File: src/rtl/as6501_stop_rx.sv
// AS6501 stop-result receiver: deserializes TDC words, applies time/gc offsets,
// gates the stop time against two windows and emits one AXI-Stream beat per word.
module as6501_stop_rx #(
  parameter int GC_W   = 48,
  parameter int DATA_W = 128
) (
  input  logic              lclk_i,
  input  logic              arstn,
  input  logic              sr_enable,
  input  logic [15:0]       sr_index_stop_bitwise_i,
  input  logic [15:0]       sr_shift_tdc_time_i,
  input  logic [15:0]       sr_shift_gc_back_i,
  input  logic [31:0]       sr_gate0_i,
  input  logic [31:0]       sr_gate1_i,
  input  logic              sr_start_gc_i,
  input  logic              gc_rst,
  input  logic              sr_command_count,
  input  logic              frame_i,
  input  logic              sdi_i,
  output logic [DATA_W-1:0] m_axis_tdata,
  output logic              m_axis_tvalid,
  output logic [3:0]        m_axis_tuser,
  input  logic              m_axis_tready,
  output logic [1:0]        click_result,
  output logic [GC_W-1:0]   gc,
  output logic [15:0]       total_count,
  output logic              overflow
);

  typedef enum logic [1:0] {S_IDLE, S_SHIFT, S_DONE} state_t;

  state_t            r_state, w_next;
  logic              r_f, r_f_d, r_d;
  logic [31:0]       r_word;
  logic [4:0]        r_cnt;
  logic [7:0]        r_stop_bits;
  logic [GC_W-1:0]   r_gc_cap, r_gc;
  logic              r_tvalid, r_overflow, r_cmd_d;
  logic [DATA_W-1:0] r_tdata;
  logic [1:0]        r_click;
  logic [15:0]       r_total;

  logic              w_frame_edge, w_start, w_shift;
  logic [8:0]        w_n_raw;
  logic [5:0]        w_n;
  logic [4:0]        w_cnt_init;
  logic [31:0]       w_stop_mask;
  logic [15:0]       w_stop_t;
  logic [3:0]        w_index;
  logic [GC_W-1:0]   w_gc_t;
  logic [1:0]        w_click;
  logic [DATA_W-1:0] w_beat;
  logic              w_res_valid, w_load;

  // Pin synchronisers; the edge detector looks at the registered copy only.
  always_ff @(posedge lclk_i or negedge arstn) begin
    if (!arstn) begin
      r_f   <= 1'b0;
      r_f_d <= 1'b0;
      r_d   <= 1'b0;
    end else begin
      // NOTE: sequential state uses non-blocking assignments so every register
      // samples the pre-edge values regardless of statement order.
      r_f   <= frame_i;
      r_f_d <= r_f;
      r_d   <= sdi_i;
    end
  end

  assign w_frame_edge = r_f & ~r_f_d;
  assign w_n_raw      = {1'b0, sr_index_stop_bitwise_i[7:0]} + {1'b0, sr_index_stop_bitwise_i[15:8]};
  assign w_n          = (w_n_raw == 9'd0) ? 6'd1 : (w_n_raw > 9'd32) ? 6'd32 : w_n_raw[5:0];
  assign w_cnt_init   = 5'(w_n - 6'd1);

  always_ff @(posedge lclk_i or negedge arstn) begin
    if (!arstn) r_state <= S_IDLE;
    else        r_state <= w_next;
  end

  always_comb begin
    // NOTE: every always_comb output gets a default first so no path infers a latch.
    w_next  = r_state;
    w_start = 1'b0;
    w_shift = 1'b0;
    case (r_state)
      S_SHIFT: begin
        if (!sr_enable) begin
          w_next = S_IDLE;
        end else if (w_frame_edge) begin
          w_start = 1'b1;
          w_next  = (w_cnt_init == 5'd0) ? S_DONE : S_SHIFT;
        end else begin
          w_shift = 1'b1;
          if (r_cnt == 5'd1) w_next = S_DONE;
        end
      end
      default: begin
        // DONE lasts one cycle but may accept a new word edge like IDLE.
        w_next = S_IDLE;
        if (w_frame_edge && sr_enable) begin
          w_start = 1'b1;
          w_next  = (w_cnt_init == 5'd0) ? S_DONE : S_SHIFT;
        end
      end
    endcase
  end

  always_ff @(posedge lclk_i or negedge arstn) begin
    if (!arstn) begin
      r_word      <= '0;
      r_cnt       <= '0;
      r_stop_bits <= '0;
      r_gc_cap    <= '0;
    end else if (w_start) begin
      r_word      <= {31'd0, r_d};
      r_cnt       <= w_cnt_init;
      r_stop_bits <= sr_index_stop_bitwise_i[15:8];
      r_gc_cap    <= r_gc;
    end else if (w_shift) begin
      r_word <= {r_word[30:0], r_d};
      r_cnt  <= r_cnt - 5'd1;
    end
  end

  // Field split and offsets, evaluated while the FSM sits in DONE.
  assign w_stop_mask = (r_stop_bits >= 8'd32) ? '1 : ((32'd1 << r_stop_bits) - 32'd1);
  assign w_stop_t    = 16'(r_word & w_stop_mask) - sr_shift_tdc_time_i;
  assign w_index     = 4'(r_word >> r_stop_bits);
  assign w_gc_t      = r_gc_cap - GC_W'(sr_shift_gc_back_i);
  assign w_click[0]  = (sr_gate0_i[15:0] <= w_stop_t) && (w_stop_t < sr_gate0_i[31:16]);
  assign w_click[1]  = (sr_gate1_i[15:0] <= w_stop_t) && (w_stop_t < sr_gate1_i[31:16]);

  always_comb begin
    w_beat             = '0;
    w_beat[31:0]       = r_word;
    w_beat[47:32]      = w_stop_t;
    w_beat[48 +: GC_W] = w_gc_t;
    w_beat[99:96]      = w_index;
    w_beat[101:100]    = w_click;
  end

  assign w_res_valid = (r_state == S_DONE);
  assign w_load      = w_res_valid && (!r_tvalid || m_axis_tready);

  always_ff @(posedge lclk_i or negedge arstn) begin
    if (!arstn) begin
      r_tvalid   <= 1'b0;
      // NOTE: the wide data register is reset too, since the bus must read 0 out of reset.
      r_tdata    <= '0;
      r_click    <= '0;
      r_overflow <= 1'b0;
    end else begin
      if (w_load) begin
        r_tvalid <= 1'b1;
        r_tdata  <= w_beat;
        r_click  <= w_click;
      end else if (m_axis_tready) begin
        r_tvalid <= 1'b0;
      end
      if (w_res_valid && r_tvalid && !m_axis_tready) r_overflow <= 1'b1;
    end
  end

  always_ff @(posedge lclk_i or negedge arstn) begin
    if (!arstn)             r_gc <= '0;
    else if (gc_rst)        r_gc <= '0;
    else if (sr_start_gc_i) r_gc <= r_gc + GC_W'(1);
  end

  always_ff @(posedge lclk_i or negedge arstn) begin
    if (!arstn) begin
      r_cmd_d <= 1'b0;
      r_total <= '0;
    end else begin
      r_cmd_d <= sr_command_count;
      if (sr_command_count && !r_cmd_d)
        r_total <= '0;
      else if (sr_command_count && w_load && (r_total != 16'hFFFF))
        r_total <= r_total + 16'd1;
    end
  end

  assign m_axis_tdata  = r_tdata;
  assign m_axis_tvalid = r_tvalid;
  assign m_axis_tuser  = {2'b00, r_click};
  assign click_result  = r_click;
  assign gc            = r_gc;
  assign total_count   = r_total;
  assign overflow      = r_overflow;

endmodule

File: config.mk
export PLATFORM = sky130hd
export DESIGN_NAME = as6501_stop_rx
export DESIGN_NICKNAME = d
export VERILOG_FILES = /design/src/rtl/as6501_stop_rx.sv
export SDC_FILE = /design/constraint.sdc
export NUM_CORES = 1
export LEC_CHECK = 0
export BUFFER_PORTS_ARGS = -buffer_cell sky130_fd_sc_hd__buf_2
export CAP_MARGIN = 15
export CORE_ASPECT_RATIO = 0.8
export CORE_UTILIZATION = 40
export DETAILED_ROUTE_END_ITERATION = 12
export MAX_ROUTING_LAYER = met4
export SYNTH_ARGS = -nofsm -noshare
export SYNTH_HDL_FRONTEND = slang
export SYNTH_SLANG_ARGS = --single-unit
File: constraint.sdc
create_clock -name lclk_i -period 8.9 [get_ports lclk_i]
set_input_delay 1.78 -clock lclk_i [delete_from_list [all_inputs] [get_ports lclk_i]]
set_output_delay 1.78 -clock lclk_i [all_outputs]
set_load 0.01 [all_outputs]
==> flow_metrics.py, run 1 <==
metrics = {
    "run_status": {
        "outcome": "complete, no violations",
    },
    "die": {
        "die-height_microns": 181,
        "rows": 65,
        "die-area_sq_um": 40900,
        "coreArea_sq_um": 39400,
        "start_util_pct": 40.7,
        "die-width_microns": 226,
        "io-pin-count": 321,
    },
    "drt": {
        "drt_iter0_drc": 1027,
        "antenna_left": 0,
        "totalWireLength_microns": 43800,
        "route.detailed.drc": 0,
        "viasPerCell": 5.16,
        "firstDrtPassIters": 5,
        "routedWlPerCell_microns": 17.1,
        "vias": 13198,
    },
    "clock_tree": {
        "worstSkewPairLatency_ps": 560,
        "post_cts_buffers": 0,
        "clkTransAtPathRegs_ps": 70,
        "cts_buffers": 29,
        "ctsResizeCount": 0,
        "cts.path.max_buffers": 3,
        "htreeDepth": 1,
        "clockRootBuffer": "clkbuf_16",
        "cts_tree": "built",
        "cts_hold_buf": 0,
        "cts_sinks": 267,
    },
    "finish": {
        "final_common_cell": "buf_2",
        "nets": 2221,
        "synthToLayoutAreaGrowth_pct": 17.6,
        "fin_area_sq_um": 18900,
        "drive_above_1_share_pct": 21.3,
        "final_cell_mix": "291 x buf_2, 283 x nand2_1, 266 x dfrtp_1, 129 x nor2_1, 101 x inv_1",
        "stdcell_count": 2559,
    },
    "logic_synthesis": {
        "dominantRegCellSynth": "dfrtp_1",
        "synthCells": 1743,
        "syn-cell-area_sq_um": 16000,
        "ys_seq_area_share_pct": 41.6,
        "ys_ff_latch": 267,
        "synthArstFlopShare_pct": 100,
        "postSynthAreaPerCell_sq_um": 9.21,
        "yosysUniqueCellTypes": 80,
        "yosysWarnings": 0,
        "synth-edff-count": 0,
    },
    "global_route": {
        "grt_max_degree": 157,
        "grt_pass1_wl_microns": 69700,
        "antenna_found_initial": 2,
        "overflow": 0,
        "track_usage_pct": 22.0,
        "grt_pass1_vias": 12631,
    },
    "setup_path": {
        "rr_startpoint": "r_stop_bits[7]",
        "rr_endpoint": "click_result[0]",
        "crit_required_ps": 9390,
        "cp_slowest_stage_delay_ps": 530,
        "r2r_cells": 24,
        "cp_slowest_cell": "or3_1",
        "startpoint": "r_stop_bits[7]",
        "worstPathMaxFanout": 11,
        "r2r_setup_slack_ps": 2650,
        "crit_chain": "or3_1 > nor3_1 > nand3_1 > ha_1 > nor4_1 > mux2i_1 > o21ai_0 > and2_1 > ha_1 > and3_1 > a21oi_1 > a31oi_1 > a221oi_1 > o21bai_1 > a21oi_1 > xor2_1 > ha_1 > a31o_2 > a211oi_1 > o31ai_1 > maj3_1 > a21oi_1 > o311ai_0 > a2bb2oi_1",
        "crit_buf_inv": 0,
        "startpoint_type": "register",
        "cp-end-kind": "register",
        "crit_type": "reg2reg",
        "crit_family": "compound AO/OA/AOI/OAI gates",
        "worstPathArrival_ps": 6740,
    },
    "worst_hold_path": {
        "hold_path_depth": 0,
        "hold_path_class": "reg2reg",
        "min_from": "r_f",
        "whs_endpoint": "r_f_d",
    },
    "sta": {
        "fmax_mhz": 160,
        "setup_violations": 0,
        "fin_crit_sh_pct": 70.2,
        "timing.hold.ws_ps": 376,
        "final.min_clock_period_ps": 6250,
        "relSlewSlack_pct": 27.9,
        "hold_viol_final": 0,
        "drv_slew": 0,
        "tns_ps": 0,
        "rsz0062_at_grt": "false",
        "skew_ps": 14.4,
        "tightest_slew_ps": 1080,
    },
    "power": {
        "ir_drop_mv": 0.128,
        "power_density_nw_per_um2": 180,
        "total_power_w": 0.00340,
        "power.leakage_nw": 9.83,
    },
    "place": {
        "port_buffers": 292,
        "gp_congestion": 0.939,
        "dp_hpwl_microns": 32600,
        "placedCellCount": 2503,
        "placed_area_sq_um": 17900,
    },
    "run": {
        "maxCapViolations": 0,
    },
}
registers in the layout (all words and copies together) (netlist names):
name           cells
click_result       2
r_f_d              1
r_stop_bits        8
total_count       16
r_f                1
r_cnt              5
r_gc_cap          48
r_cmd_d            1
r_state            2
m_axis_tdata     100
r_word            32
gc                48
overflow           1
m_axis_tvalid      1
r_d                1
cells in the mapped netlist (all sizes together), types with 13 or more instances:
| library cell | count | area [sq um] |
|---|---|---|
| xor2 | 66 | 597 |
| nor2 | 132 | 498 |
| mux2 | 38 | 428 |
| nor4 | 15 | 121 |
| xnor2 | 59 | 524 |
| buf | 45 | 294 |
| nand2b | 16 | 100 |
| nor2b | 18 | 113 |
| inv | 101 | 379 |
| and3 | 13 | 81.3 |
| nand2 | 284 | 1070 |
| a22o | 38 | 333 |
| or3 | 16 | 106 |
| ha | 98 | 1230 |
| mux2i | 30 | 300 |
| nand4 | 29 | 181 |
| a21oi | 57 | 285 |
| o21ai | 118 | 591 |
| nand3 | 41 | 205 |
| nor3 | 38 | 211 |
| a21o | 22 | 166 |
| clkbuf | 62 | 233 |
| dfrtp | 267 | 6680 |
how the worst max path moves through the flow:
stage	slack, ps	end	cells after the start
3_5_place_dp	2760	click_result[0]	24
2_1_floorplan	3350	click_result[0]	26
6_report	2650	click_result[0]	24
5_1_grt	2020	click_result[0]	25
3_3_place_gp	2840	click_result[0]	24
4_1_cts	2720	click_result[0]	24
report_power, final:
part / internal [W] / switching, W / total [W]
Combinational: 0.000290 / 0.000444 / 0.000734
Clock: 0.000723 / 0.000504 / 0.00123
Sequential: 0.00134 / 0.0000915 / 0.00144
Total: 0.00236 / 0.00104 / 0.00340
worst register-to-register path, stage by stage (launching register included):
cell and delay, ps:
dfrtp_1 400, or3_1 530, nor3_1 420, nand3_1 140
ha_1 360, nor4_1 320, mux2i_1 130, o21ai_0 140
and2_1 140, ha_1 280, and3_1 190, a21oi_1 180
a31oi_1 170, a221oi_1 490, o21bai_1 110, a21oi_1 180
xor2_1 350, ha_1 340, a31o_2 210, a211oi_1 220
o31ai_1 120, maj3_1 360, a21oi_1 150, o311ai_0 120
a2bb2oi_1 140
routing by layer:
metal,routed length [microns],global-route usage (%),part of all wire (%),up-vias
met1,22000,32.8,50,6329
met2,18600,30.8,42,323
met4,1270,6.34,2.9,0
li1,-,-,-,6481
met5,0,-,0,-
met3,2030,3.17,4.6,65
area by class of cell:
cell class                      instances  area (sq um)
Antenna cell                            2          5.00
Clock buffer                           42           815
Clock inverter                         11           144
Fill cell                            3857         20600
Inverter                              101           379
Multi-Input combinational cell       1295          8580
Sequential cell                       267          6680
Tap cell                              536           671
Timing Repair Buffer                  305          1590
through the flow:
step | setup WS, ps | utilization [%]
5_1_grt | 2020 | 47.8
4_1_cts | 2720 | 47.8
3_5_place_dp | 2760 | 45.4
3_3_place_gp | 2840 | 45.4
6_report | 2650 | 47.8
2_1_floorplan | 3350 | -
logic make-up (layout without fill, tap and decap cells):
logic type                 count (synthesis)  count (layout)  synth area share, %
and+or+nand+nor                          635             635                 18.3
other                                      1              30               0.0234
muxes                                     79              79                 6.08
AOI/OAI and AO/OA                        321             321                 13.0
buffers and inverters                    208             459                 5.65
xor gates and xnor gates                 125             125                 6.99
adders and majority gates                107             107                 8.39
DFF                                      267             267                 41.6
(Power assumes the default switching activity.)
==> run 2: changes to the inputs <==
Clock period 8.9 ns to 5.75 ns, I/O delays scaled along.
==> flow_metrics.py, run 2 (synthesis results as in run 1) <==
metrics = {
    "power": {
        "p_sw_w": 0.00165,
        "p_comb_share_pct": 22.0,
        "ir_drop_mv": 0.215,
        "switching_share_pct": 30.8,
        "p_int_w": 0.00370,
        "power_density_nw_per_um2": 280,
        "power.share.clock_pct": 36.4,
        "pwr-share-seq_pct": 41.6,
        "power.leakage_nw": 9.97,
    },
    "die": {
        "die-width_microns": 226,
        "coreArea_sq_um": 39400,
        "rows": 65,
        "die-height_microns": 181,
        "die-area_sq_um": 40900,
        "io-pin-count": 321,
        "start_util_pct": 40.7,
    },
    "setup_path": {
        "worstPathArrival_ps": 5950,
        "cp_slowest_stage_delay_ps": 480,
        "crit_chain": "or3_1 > nor3_4 > nand3_1 > ha_1 > buf_4 > a21oi_1 > o21ai_0 > and2_1 > ha_1 > and3_1 > a21oi_1 > a31oi_2 > a221oi_2 > buf_4 > o31a_1 > o21ai_0 > a21oi_1 > xnor2_2 > ha_1 > nand2b_1 > o21ai_1 > or4_1 > o31a_1 > a2bb2oi_2",
        "worstPathMaxFanout": 10,
        "cp_slowest_cell": "or4_1",
        "cp-end-kind": "register",
        "startpoint_type": "register",
        "crit_required_ps": 6230,
        "crit_type": "reg2reg",
    },
    "drt": {
        "totalWireLength_microns": 44800,
        "antenna_left": 0,
        "firstDrtPassIters": 5,
        "routedWlPerCell_microns": 17.4,
        "route.detailed.drc": 0,
        "vias": 13429,
        "drt_iter0_drc": 820,
        "viasPerCell": 5.21,
    },
    "finish": {
        "antenna_cells": 0,
        "nets": 2241,
        "final_common_cell": "buf_2",
        "synthToLayoutAreaGrowth_pct": 19.0,
        "largest_reg_flops": 100,
        "drive_above_1_share_pct": 22.7,
        "final_cell_mix": "291 x buf_2, 283 x nand2_1, 266 x dfrtp_1, 129 x nor2_1, 101 x inv_1",
    },
    "global_route": {
        "antenna_found_initial": 1,
        "grt_pass1_wl_microns": 70800,
        "track_usage_pct": 22.4,
        "grt_pass1_vias": 12838,
        "grt_max_degree": 96,
        "overflow": 0,
    },
    "sta": {
        "setup_violations": 0,
        "fin_crit_sh_pct": 95.1,
        "tns_ps": 0,
        "relSlewSlack_pct": 23.7,
        "tightest_slew_ps": 1140,
        "final.min_clock_period_ps": 5470,
        "drv_slew": 0,
        "timing.hold.ws_ps": 373,
        "hold_viol_final": 0,
        "skew_ps": 31.8,
        "fmax_mhz": 183,
    },
    "clock_tree": {
        "cts_tree": "built",
        "clkTransAtPathRegs_ps": 60,
        "clockRootBuffer": "clkbuf_16",
        "cts_buffers": 29,
        "cts.path.max_buffers": 3,
        "htreeDepth": 1,
        "cts_sinks": 267,
        "worstSkewPairLatency_ps": 580,
    },
    "worst_hold_path": {
        "hold_path_class": "reg2reg",
    },
    "place": {
        "dp_hpwl_microns": 33500,
        "port_buffers": 292,
        "gp_congestion": 0.932,
    },
    "run_status": {
        "outcome": "complete, no violations",
    },
    "run": {
        "maxCapViolations": 0,
    },
}
[run 2: changes by cell type in the layout (fill, tap and decap cells not counted), moves of 2 or more]
cell | previous run | this run
diode_2 | 2 | 0
inv_6 | 1 | 3
clkbuf_1 | 9 | 3
clkbuf_8 | 4 | 7
xnor2_1 | 58 | 56
xnor2_2 | 1 | 3
buf_4 | 11 | 31
[run 2: power groups by stage]
stage	Combinational, W	Clock, W	Sequential [W]
after CTS	0.00118	0.00200	0.00223
final	0.00118	0.00195	0.00223
after global routing	0.00132	0.00208	0.00225
after global placement	0.00116	0	0.00225
after floorplan	0.000629	0	0.00231
after detailed placement	0.00118	0	0.00226
[run 2: final timing paths]
path                                      from                to  slack, ps  cells past startpoint
worst min register to register             r_f             r_f_d        370                      0
max in group asynchronous                arstn  m_axis_tdata[23]       3980                      2
worst min-delay path                       r_f             r_f_d        370                      0
worst max-delay path            r_stop_bits[7]   click_result[1]        280                     24
min in group asynchronous                arstn  m_axis_tdata[38]        610                      1
worst max register to register  r_stop_bits[7]   click_result[1]        280                     24
[run 2: layer usage]
metal	GRT usage [%]	part of all wire, %
met1	32.8	49
met2	32.0	43
met3	2.83	5.0
met4	6.80	3.3
met5	-	0
[run 2: cell type report]
| cell class | count | area, sq um |
|---|---|---|
| flip-flops and latches | 267 | 6680 |
| well taps | 536 | 671 |
| multi-input cells | 1295 | 8630 |
| fillers | 3827 | 20300 |
| clock buffers | 39 | 833 |
| repair buffers | 325 | 1740 |
| clock inverters | 13 | 159 |
| inverters | 101 | 379 |
[run 2: repair_timing]
action / in CTS / in global routing
buffers inserted: 0 / 1
hold buffers: 0 / 0
endpoints found under the setup margin: 0 / 2
resized for setup: 0 / 8
[run 2: worst max-delay path: cells and delay by family (launching register included)]
family                   cells  cell delay [ps]
AO/OA/AOI/OAI               11             1900
AND/OR/NAND/NOR              7             1660
adder cells (fa/ha/maj)      3              890
flip-flops                   1              400
buffers and inverters        2              350
XOR/XNOR                     1              190
[run 2: through the flow]
stage          cells  util (%)  instance area, sq um  power (W)  worst slack [ps]
2_1_floorplan   1770         -                 16100    0.00294               205
3_3_place_gp    2522      45.7                 18000    0.00341               225
3_5_place_dp    2522      45.7                 18000    0.00344              78.0
4_1_cts         2574      48.2                 19000    0.00541              67.2
5_1_grt         2576      48.4                 19100    0.00564             -20.4
6_report        2576      48.4                 19100    0.00535               280
==> run 3: changes to the inputs <==
Settings changed: CELL_PAD_IN_SITES_DETAIL_PLACEMENT from default to 0, CELL_PAD_IN_SITES_GLOBAL_PLACEMENT from default to 1, CORE_UTILIZATION 40 to 38, PLACE_DENSITY_LB_ADDON from default to 0.1.
==> flow_metrics.py, run 3 (synthesis results as in run 1) <==
metrics = {
    "power": {
        "ir_drop_mv": 0.259,
        "power_density_nw_per_um2": 274,
        "total_power_w": 0.00523,
        "power.leakage_nw": 9.94,
    },
    "clock_tree": {
        "post_cts_buffers": 0,
        "worstSkewPairLatency_ps": 570,
        "cts_hold_buf": 0,
        "clkTransAtPathRegs_ps": 60,
        "cts_buffers": 29,
        "htreeDepth": 1,
        "clockRootBuffer": "clkbuf_16",
        "cts_sinks": 267,
        "cts.path.max_buffers": 3,
        "cts_tree": "built",
    },
    "sta": {
        "rsz0062_at_grt": "false",
        "hold_viol_final": 0,
        "tns_ps": 0,
        "final.min_clock_period_ps": 5360,
        "fmax_mhz": 186,
        "setup_violations": 0,
        "fin_crit_sh_pct": 93.3,
        "relSlewSlack_pct": 28.6,
        "skew_ps": 21.4,
        "drv_slew": 0,
        "tightest_slew_ps": 1070,
    },
    "drt": {
        "totalWireLength_microns": 45600,
        "vias": 13201,
        "routedWlPerCell_microns": 17.6,
        "drt_iter0_drc": 810,
        "viasPerCell": 5.10,
        "route.detailed.drc": 0,
        "firstDrtPassIters": 4,
        "antenna_left": 0,
    },
    "worst_hold_path": {
        "hold_path_class": "reg2reg",
    },
    "finish": {
        "drive_above_1_share_pct": 22.5,
        "largest_reg_flops": 100,
        "synthToLayoutAreaGrowth_pct": 18.7,
        "fin_area_sq_um": 19100,
        "stdcell_count": 2586,
        "fillers": 4096,
        "nets": 2241,
        "utilization_pct": 46.3,
        "final_cell_mix": "291 x buf_2, 283 x nand2_1, 266 x dfrtp_1, 129 x nor2_1, 101 x inv_1",
        "final_common_cell": "buf_2",
    },
    "global_route": {
        "overflow": 0,
        "use_met3_pct": 2.76,
        "use_met1_pct": 32.6,
        "grt_max_degree": 93,
        "antenna_found_initial": 1,
        "track_usage_pct": 21.5,
        "grt_pass1_wl_microns": 70800,
        "grt.busiest_layer": "met1",
        "grt_pass1_vias": 12473,
        "use_met2_pct": 30.1,
    },
    "setup_path": {
        "crit_buf_inv": 3,
        "worstPathMaxFanout": 10,
        "crit_required_ps": 6230,
        "worstPathArrival_ps": 5840,
        "startpoint_type": "register",
        "cp-end-kind": "register",
        "cp_slowest_stage_delay_ps": 480,
        "crit_type": "reg2reg",
        "crit_family": "compound AO/OA/AOI/OAI gates",
        "cp_slowest_cell": "or4_1",
    },
    "place": {
        "port_buffers": 292,
        "placed_area_sq_um": 18100,
        "dp_hpwl_microns": 34200,
        "gp_congestion": 0.890,
        "placedCellCount": 2532,
    },
    "run": {
        "maxCapViolations": 0,
    },
    "die": {
        "rows": 66,
        "coreArea_sq_um": 41100,
        "io-pin-count": 321,
        "die-width_microns": 232,
        "die-height_microns": 186,
        "start_util_pct": 39.0,
        "die-area_sq_um": 43100,
    },
    "run_status": {
        "outcome": "complete, no violations",
    },
}
-- run 3: changes by cell type in the layout (fill, tap and decap cells not counted), moves of 2 or more --
cell / delta
clkbuf_1: +4
a21oi_2: +2
clkbuf_8: +4
bufinv_16: -3
clkinv_2: -2
a21oi_1: -2
clkinv_4: -2
diode_2: +2
-- run 3: through the flow --
| stage | hold slack [ps] | worst slack [ps] |
|---|---|---|
| after detailed placement | 365 | 212 |
| after CTS | 378 | 172 |
| after global routing | 389 | 21.9 |
| after floorplan | 347 | 205 |
| final | 374 | 388 |
| after global placement | 360 | 319 |
-- run 3: where the power goes --
part	total (W)	switching (W)	internal (W)
Combinational	0.00118	0.000705	0.000471
Clock	0.00183	0.000766	0.00107
Sequential	0.00222	0.000138	0.00208
Total	0.00523	0.00161	0.00362
-- run 3: timing repair --
action / 4_1_cts / 5_1_grt
setup endpoints to repair: 0 / 2
gates resized for setup: 0 / 8
hold endpoints to repair: 0 / 0
-- run 3: final cells by class --
cell class | instances | area, sq um | share of cell area [%]
Inverter | 101 | 379 | 1.99
Clock buffer | 47 | 903 | 4.74
Antenna cell | 2 | 5.00 | 0.0263
Timing Repair Buffer | 325 | 1730 | 9.09
Tap cell | 544 | 681 | 3.57
Clock inverter | 5 | 32.5 | 0.171
Multi-Input combinational cell | 1295 | 8640 | 45.3
Sequential cell | 267 | 6680 | 35.1
-- run 3: final timing paths --
check                               start               end  slack (ps)  cells after the start
max                        r_stop_bits[7]   click_result[1]         390                     25
min in group asynchronous           arstn  m_axis_tdata[37]         600                      1
max reg2reg                r_stop_bits[7]   click_result[1]         390                     25
max in group asynchronous           arstn   m_axis_tdata[1]        3870                      2
min reg2reg                           r_f             r_f_d         370                      0
min                                   r_f             r_f_d         370                      0
-- run 3: routing by layer --
| metal | routed length, microns | vias up |
|---|---|---|
| li1 | - | 6525 |
| met1 | 23400 | 6301 |
| met2 | 19000 | 321 |
| met3 | 2200 | 54 |
| met4 | 1040 | 0 |
| met5 | 0 | - |
